`config.mk`:
```
export PLATFORM = sky130hd
export DESIGN_NAME = keypad_scan
export DESIGN_NICKNAME = d
export VERILOG_FILES = /design/src/rtl/keypad_scan.sv
export SDC_FILE = /design/constraint.sdc
export NUM_CORES = 1
export LEC_CHECK = 0
export ABC_AREA = 1
export CORE_AREA = 2 2 97 99
export CTS_BUF_LIST = sky130_fd_sc_hd__clkbuf_16
export CTS_CLUSTER_DIAMETER = 60
export CTS_CLUSTER_SIZE = 16
export DETAILED_ROUTE_END_ITERATION = 12
export DIE_AREA = 0 0 99 101
export PLACE_DENSITY = 0.61
export SLEW_MARGIN = 20
export SYNTH_ARGS = -nofsm -noshare
export SYNTH_HDL_FRONTEND = slang
export SYNTH_SLANG_ARGS = --single-unit
```
`constraint.sdc`:
```
create_clock -name clk -period 3.2 [get_ports clk]
set_input_delay 0.48 -clock clk [delete_from_list [all_inputs] [get_ports clk]]
set_output_delay 0.48 -clock clk [all_outputs]
set_load 0.01 [all_outputs]
```
`src/rtl/keypad_scan.sv`:
```
// 4x4 key matrix scanner: walks active-low rows, snapshots synchronised column
// returns once per row dwell, and debounces one key per press over full scans.
module keypad_scan #(
    parameter int SCAN_DIV = 12000,
    parameter int DEBOUNCE = 4
) (
    input  logic       clk,
    input  logic       rst_n,
    output logic [3:0] o_row_n,
    input  logic [3:0] i_col_n,
    output logic [3:0] o_key,
    output logic       o_valid,
    output logic       o_held,
    output logic       o_release
);

    localparam int DIV_W = (SCAN_DIV > 1) ? $clog2(SCAN_DIV) : 1;
    localparam int CNT_W = $clog2(DEBOUNCE + 1);

    typedef enum logic [1:0] {
        IDLE,
        PRESS_CHK,
        HELD,
        RELEASE_CHK
    } state_t;

    logic [3:0]       col_meta;
    logic [3:0]       col_sync;
    logic [DIV_W-1:0] div_cnt;
    logic [1:0]       row_idx;
    logic [1:0]       row_next;
    logic [15:0]      snap;
    logic             tick;
    logic             scan_done;

    assign tick     = (div_cnt == DIV_W'(SCAN_DIV - 1));
    assign row_next = row_idx + 2'd1;

    always_ff @(posedge clk or negedge rst_n) begin
        if (!rst_n) begin
            col_meta <= 4'b1111;
            col_sync <= 4'b1111;
        end else begin
            col_meta <= i_col_n;
            col_sync <= col_meta;
        end
    end

    // Row scanning and per-row snapshot capture on the last clock of each dwell.
    // NOTE: the snapshot is only 16 flops and must be cleared so a reset discards
    // partial scan data; a larger storage array would normally be left unreset.
    always_ff @(posedge clk or negedge rst_n) begin
        if (!rst_n) begin
            div_cnt   <= '0;
            row_idx   <= 2'd0;
            o_row_n   <= 4'b1110;
            snap      <= '0;
            scan_done <= 1'b0;
        end else begin
            scan_done <= tick && (row_idx == 2'd3);
            if (tick) begin
                div_cnt                 <= '0;
                snap[row_idx*4 +: 4]    <= ~col_sync;
                row_idx                 <= row_next;
                o_row_n                 <= ~(4'b0001 << row_next);
            end else begin
                div_cnt <= div_cnt + 1'b1;
            end
        end
    end

    // Scan classification: none, exactly one key (with its code), or several.
    logic       any_set;
    logic       multi_set;
    logic [3:0] scan_code;

    always_comb begin
        any_set   = 1'b0;
        multi_set = 1'b0;
        scan_code = 4'd0;
        for (int i = 0; i < 16; i++) begin
            if (snap[i]) begin
                if (any_set) multi_set = 1'b1;
                any_set   = 1'b1;
                scan_code = 4'(i);
            end
        end
    end

    state_t           state, state_n;
    logic [3:0]       cand, cand_n;
    logic [CNT_W-1:0] cnt, cnt_n, cnt_inc;
    logic [3:0]       key_n;
    logic             valid_n, held_n, release_n;
    logic             is_none, is_single;

    assign is_none   = !any_set;
    assign is_single = any_set && !multi_set;
    assign cnt_inc   = cnt + 1'b1;

    // NOTE: state and registered outputs update with non-blocking assignments in
    // one clocked process; the decision logic below is purely combinational.
    always_ff @(posedge clk or negedge rst_n) begin
        if (!rst_n) begin
            state     <= IDLE;
            cand      <= 4'd0;
            cnt       <= '0;
            o_key     <= 4'd0;
            o_valid   <= 1'b0;
            o_held    <= 1'b0;
            o_release <= 1'b0;
        end else begin
            state     <= state_n;
            cand      <= cand_n;
            cnt       <= cnt_n;
            o_key     <= key_n;
            o_valid   <= valid_n;
            o_held    <= held_n;
            o_release <= release_n;
        end
    end

    // NOTE: every output of this block gets a default first so no path can
    // leave one unassigned and infer a latch.
    always_comb begin
        state_n   = state;
        cand_n    = cand;
        cnt_n     = cnt;
        key_n     = o_key;
        valid_n   = 1'b0;
        held_n    = o_held;
        release_n = 1'b0;

        if (scan_done) begin
            unique case (state)
                IDLE: begin
                    if (is_single) begin
                        cand_n  = scan_code;
                        cnt_n   = CNT_W'(1);
                        state_n = PRESS_CHK;
                    end
                end
                PRESS_CHK: begin
                    if (is_single && scan_code == cand) begin
                        cnt_n = cnt_inc;
                        if (cnt_inc == CNT_W'(DEBOUNCE)) begin
                            key_n   = cand;
                            valid_n = 1'b1;
                            held_n  = 1'b1;
                            cnt_n   = '0;
                            state_n = HELD;
                        end
                    end else begin
                        cnt_n   = '0;
                        state_n = IDLE;
                    end
                end
                HELD: begin
                    if (is_none) begin
                        cnt_n   = CNT_W'(1);
                        state_n = RELEASE_CHK;
                    end
                end
                RELEASE_CHK: begin
                    if (is_none) begin
                        cnt_n = cnt_inc;
                        if (cnt_inc == CNT_W'(DEBOUNCE)) begin
                            held_n    = 1'b0;
                            release_n = 1'b1;
                            cnt_n     = '0;
                            state_n   = IDLE;
                        end
                    end else begin
                        cnt_n   = '0;
                        state_n = HELD;
                    end
                end
                default: state_n = IDLE;
            endcase
        end
    end

endmodule

```
==> metrics.csv, run 1 <==
metric;value;unit
outcome;completed;
p_int;1.35;mW
cts_tree;built;
grt_antenna_before_repair;0;
p_total;1.70;mW
cp-start-kind;register;
whs;0.136;ns
maxCapViolCount;0;
wire_per_inst;10.8;um
critical_path_buf_inv_count;2;
stdcell_area;3630;um2
grt_pass1_vias;2338;
clkPwrFrac;0.526;
finalSetupViolations;0;
startpoint;div_cnt[0];
rsz0062_at_grt;no;
dpl_cell_area;3340;um2
max_freq;484;MHz
gr-total-overflow;0;
comb_power_share;0.014;
seqPwrFrac;0.460;
synth_top_family_by_area;simple AND/OR/NAND/NOR gates;
synth_area;3050;um2
crit_type;register to register;
worstSkewPairLatency;0.32;ns
vias;2351;
firstDrtPassIters;4;
cp_slowest_cell;nor2_1;
dieHeight;101;um
synth_top_cell_by_area;dfrtp_1;
gp_congestion;0.863;
yosysTopAreaCellShare;0.411;
yosys-mux-area-fraction;0.0111;
synth-compound-area-share;0.0776;
die_area;10000;um2
antenna_cells;0;
drc_errors;0;
synthAdderAreaFrac;0.0329;
drt_iter0_markers;121;
cts_sinks;61;
cp_max_fo;8;
ys_types;31;
cts_buffers;9;
dpl.hpwl;4150;um
cp_data_arrival_time;2.31;ns
viasPerCell;4.51;
ctsLongestPathBuffers;2;
slew_headroom;0.657;
fin_crit_sh;0.646;
finalCriticalPeriod;2.07;ns
grt_use_total;0.131;
crit_chain;ha_1 -> nand3_1 -> nor2_1 -> inv_1 -> nor2_1 -> inv_1 -> nor2_1 -> nand3_1 -> o21ai_0;
required;3.44;ns
avgSynthCellArea;8.06;um2
grt_first_pass_wirelength;10500;um
htreeDepth;3;
clock_skew;0.00509;ns
slew_violations;0;
ioPinCount;17;
hold_class;input pin to async pin;
root_buffer;clkbuf_16;
die_x;99;um
area.growth.synth_to_final;19.2;%
slowest_delay;0.42;ns
fin_nets;419;
p_switching;0.348;mW
crit_family;simple AND/OR/NAND/NOR gates;
portBuffers;16;
hold_buffers;0;
cts_resized;0;
power_density;469;nW/um2
synth_simple_gate_area_share;0.278;
hold_viol;0;
peakVddDrop;0.000265;V
start_util;0.339;
setup_tns;0;ns
clk_pin_slew;0.05;ns
ys_ff_latch;61;
syn_inst;378;
grt_max_degree;38;
num_rows;35;
ant_nets;0;
drive_above_1_share;0.132;
synth.yosys.warnings;0;
cts_setup_buffers;0;
seq_area_frac_synth;0.506;
synth.net_count;392;
synth_xor_area_frac;0.0201;
r2r_start;div_cnt[0];
end_kind;register;
netSwitchingFraction;0.204;
synth_area_leaders;dfrtp_1 (41%), nand2_1 (13%), dfstp_2 (9.5%);
worst_slew_pin_slew;0.513;ns
path_common_cell;nor2_1;
p_leak;1.82;nW
core;8980;um2
finalWirelength;5630;um
==> power by group through the flow <==
| stage | Clock, mW | Combinational, mW | Sequential, mW |
|---|---|---|---|
| 2_1_floorplan | 0 | 0.00229 | 0.796 |
| 3_3_place_gp | 0 | 0.0248 | 0.796 |
| 3_5_place_dp | 0 | 0.0254 | 0.796 |
| 4_1_cts | 0.925 | 0.0251 | 0.783 |
| 5_1_grt | 0.962 | 0.0279 | 0.784 |
| 6_report | 0.895 | 0.0233 | 0.783 |
==> metrics by stage <==
stage	std cells	utilization	setup WS (ns)
CTS	521	0.404	1.14
finish	521	0.404	1.13
detailed placement	505	0.372	1.16
global route	521	0.404	0.803
floorplan	378	-	1.38
global placement	505	0.372	1.19
==> worst paths after layout <==
check	endpoint	slack, ns	depth (start not counted)
max in group asynchronous	state[1]	2.21	2
max	snap[13]	1.13	9
min reg2reg	col_sync[0]	0.35	0
min in group clk	col_sync[0]	0.35	0
min	div_cnt[11]	0.14	1
max reg2reg	snap[13]	1.13	9
==> kinds of logic after synthesis <==
logic type / count (synthesis)
simple gates: 195
buf+inv: 59
fa+ha+maj: 8
flops: 61
mux: 3
xor+xnor: 7
compound gates: 45
==> synthesized netlist by cell type <==
| cell type | instances |
|---|---|
| nand2_1 | 106 |
| dfrtp_1 | 50 |
| inv_1 | 46 |
| nor2_1 | 37 |
| o21ai_0 | 32 |
| nand3_1 | 18 |
| dfstp_2 | 11 |
| inv_2 | 10 |
| ha_1 | 8 |
| a21oi_1 | 7 |
| nand4_1 | 7 |
| nor3_1 | 7 |
| nand2_2 | 5 |
| nor2_2 | 5 |
| nor4_1 | 5 |
| xor2_1 | 4 |
| o21ai_1 | 3 |
| xnor2_1 | 3 |
| mux2_2 | 2 |
| a211oi_1 | 1 |
| and2_1 | 1 |
| clkbuf_1 | 1 |
| clkinv_1 | 1 |
| clkinv_4 | 1 |
| mux2_1 | 1 |
| nand2_4 | 1 |
| nand3_2 | 1 |
| nor2_4 | 1 |
| nor4b_1 | 1 |
| o21a_1 | 1 |
| o221a_2 | 1 |
==> state kept, by name, summed over array words and instances (netlist names) <==
| signal | flops |
|---|---|
| o_release | 1 |
| col_sync | 4 |
| o_valid | 1 |
| o_key | 4 |
| o_row_n | 4 |
| row_idx | 2 |
| scan_done | 1 |
| state | 2 |
| cnt | 3 |
| o_held | 1 |
| col_meta | 4 |
| snap | 16 |
| cand | 4 |
| div_cnt | 14 |
==> area by class of cell <==
type                    instances  area, um2
repair buffers                 17        163
well taps                     111        139
fillers                       901       5350
clock buffers                  10        250
clock inverters                 6       36.3
flip-flops and latches         61       1540
multi-input cells             258       1280
inverters                      58        223
==> layout by cell type (no fill, tap or decap), types with 7 or more instances in the layout <==
cell             Yosys  final
clkdlybuf4s50_1      0     15
nand4_1              7      7
inv_1               46     47
a21oi_1              7      7
nand2_1            106    106
dfstp_2             11     11
o21ai_0             32     32
dfrtp_1             50     50
clkbuf_16            0     10
inv_2               10     10
nor2_1              37     37
nand3_1             18     18
ha_1                 8      8
nor3_1               7      7
==> routing by layer <==
layer | track usage | up-vias | wire [um]
li1 | - | 1250 | -
met1 | 0.161 | 1057 | 2780
met2 | 0.215 | 40 | 2600
met3 | 0.0472 | 4 | 189
met4 | 0.0443 | 0 | 59
met5 | 0 | - | 0
No activity file was read; power rests on OpenSTA's default activity.
==> run 2, diff against run 1 <==
--- a/config.mk
+++ b/config.mk
@@ -12,7 +12,7 @@
 export CTS_CLUSTER_SIZE = 16
 export DETAILED_ROUTE_END_ITERATION = 12
 export DIE_AREA = 0 0 99 101
-export PLACE_DENSITY = 0.61
+export PLACE_DENSITY = 0.63
 export SLEW_MARGIN = 20
 export SYNTH_ARGS = -nofsm -noshare
 export SYNTH_HDL_FRONTEND = slang
==> constraint.sdc (replaced) <==
create_clock -name clk -period 1.9 [get_ports clk]
set_input_delay 0.285 -clock clk [delete_from_list [all_inputs] [get_ports clk]]
set_output_delay 0.285 -clock clk [all_outputs]
set_load 0.01 [all_outputs]
==> run 2 against run 1 <==
  * The run now ends with negative setup slack left
  * Clock skew rose by 0.0025 ns
  * Critical endpoint is now o_key[0]
  * Die area unchanged
  * Largest cell class unchanged
  * First-iteration DRC count shrank 32%
  * Sequential cell count is the same
  * Combinational power grew 80%
  * Count of clock-buffer cells in the layout grew 2
  * Design area is 11% higher
  * Highest routed layer unchanged
  * Utilization increased by 4.4 points
  * Total power is 78% higher
==> metrics.csv, run 2 (same netlist as run 1, synthesis figures left out) <==
metric;value;unit;change
p_leak;2.03;nW;+12%
start_util;0.339;;unchanged
peakVddDrop;0.000574;V;+120%
dpl.hpwl;4310;um;+3.8%
portBuffers;16;;unchanged
grt_max_degree;37;;-2.6%
firstDrtPassIters;4;;unchanged
cp_data_arrival_time;2.21;ns;-0.10 ns
die_area;10000;um2;unchanged
hold_class;register to register;;
vias;2552;;+8.5%
startpoint;snap[2];;
die_x;99;um;unchanged
num_rows;35;;unchanged
gr-total-overflow;0;;unchanged
fin_crit_sh;1.06;;+0.412
grt_antenna_before_repair;0;;unchanged
worst-r2r-cell-count;18;;+9
rsz0062_at_grt;yes;;
r2r_slack;-0.11;ns;-1.24 ns
ioPinCount;17;;unchanged
max_freq;497;MHz;+2.9%
ctsLongestPathBuffers;2;;unchanged
clk_pin_slew;0.05;ns;about the same
slew_violations;0;;unchanged
end_kind;register;;
slew_headroom;0.699;;+0.0423
grt_use_total;0.131;;about the same
finalSetupViolations;14;;+14
cp_max_fo;7;;-1
outcome;complete, but fails checks;;
cts_sinks;61;;unchanged
cts_buffers;9;;unchanged
cts_tree;built;;
r2r-end;o_key[0];;
required;2.10;ns;-1.34 ns
crit_type;register to register;;
layoutNonFillerInstCount;556;;+6.7%
fin_util;0.449;;+0.0442
hold_depth;0;;
largest-register;snap;;
drive_above_1_share;0.238;;+0.106
largest_reg_flops;16;;unchanged
cp-start-kind;register;;
drc_errors;0;;unchanged
violations;negative setup slack;;
dp_cells;528;;+4.6%
viasPerCell;4.59;;+1.7%
whs_endpoint;col_sync[3];;
grt_first_pass_wirelength;10500;um;-0.52%
grt_pass1_vias;2456;;+5.0%
worstSkewPairLatency;0.32;ns;about the same
htreeDepth;3;;unchanged
root_buffer;clkbuf_16;;
gp_congestion;0.876;;+1.6%
antenna_cells;0;;unchanged
drt_iter0_markers;82;;-32%
layout_commonest_cell;nand2_1;;
wire_per_inst;10.9;um;+0.43%
dieHeight;101;um;unchanged
final_cell_mix;nand2_1 (101), dfrtp_1 (50), inv_1 (45);;
clock_skew;0.00756;ns;+0.00247 ns
power_density;752;nW/um2;+60%
finalCriticalPeriod;2.01;ns;-0.0579 ns
hold_viol;0;;unchanged
ant_nets;0;;unchanged
setup_ws;-0.110;ns;-1.24 ns
finalWirelength;6030;um;+7.2%
fin_nets;454;;+8.4%
hp-start;col_meta[3];;
reg.largest.list;snap: 16 flops, div_cnt: 14 flops;;
maxCapViolCount;0;;unchanged
worst_slew_pin_slew;0.451;ns;-0.0615 ns
core;8980;um2;unchanged
area.growth.synth_to_final;32.2;%;
r2r_start;snap[2];;
## run 2: cell types whose count changed in the layout (fill, tap and decap cells not counted), sizes merged
cell,change
buf,+34
inv,-1
clkinv,-1
dlygate4sd3,+1
clkbuf,+2
## run 2: power breakdown
part | leakage, nW | internal, mW | switching (mW)
sequential | 0.799 | 1.32 | 0.00339
combinational | 1.07 | 0.0135 | 0.0285
clock | 0.163 | 1.11 | 0.551
total | 2.03 | 2.44 | 0.583
## run 2: how the worst max path moves through the flow
stage                to  slack (ns)  cells after the start
2_1_floorplan  o_key[0]        0.08                     18
3_3_place_gp   o_key[0]       -0.07                     18
3_5_place_dp    cand[0]       -0.12                     13
4_1_cts        state[0]        -0.1                     18
5_1_grt        state[0]       -0.31                     18
6_report       o_key[0]       -0.11                     18
## run 2: critical path, cell delays in order (launching register included)
cell and delay (ns):
dfrtp_1 0.43, nor2_2 0.14, nand2_2 0.11, nor2_4 0.12, inv_2 0.06, nor2_2 0.09
nand2_1 0.05, nand2_1 0.05, nand2_1 0.05, nand2_1 0.06, nand2_1 0.06, nand2_2 0.07
nand2_2 0.06, nor2_2 0.11, nand4_1 0.14, inv_2 0.09, nand2_4 0.08, nand2_1 0.07
o21ai_1 0.06
## run 2: per-stage QoR
step                      setup slack [ns]  setup TNS (ns)  hold WS (ns)  power (mW)  area (um2)
after CTS                          -0.0981          -0.683         0.355        3.08        3930
after global placement             -0.0701          -0.484         0.297        1.38        3520
after global routing                -0.314           -3.57         0.356        3.14        4030
after detailed placement            -0.122           -1.04         0.297        1.38        3520
after floorplan                     0.0793               0       -0.0106        1.34        3050
final                               -0.110          -0.814         0.354        3.03        4030
## run 2: routing by layer
metal  vias to the layer above  track usage  routed length (um)
met5                         -            0                   0
met4                         0       0.0516                 141
met2                        42        0.218                2840
met3                        13       0.0465                 213
met1                      1176        0.155                2840
li1                       1321            -                   -
## run 2: timing repair
action                                 CTS  global route
pin swaps                                9             6
hold buffers                             1             0
setup endpoints to repair               14            22
endpoints found under the hold margin   14             0
buffers inserted                         5             6
gates resized for setup                 12            18
## run 2: layout make-up
class / count / area, um2
clock buffer: 12 / 300
clock inverter: 4 / 25.0
fill: 877 / 4950
inverter: 58 / 225
multi-input combinational: 258 / 1360
sequential: 61 / 1540
tap: 111 / 139
timing repair buffer: 52 / 439
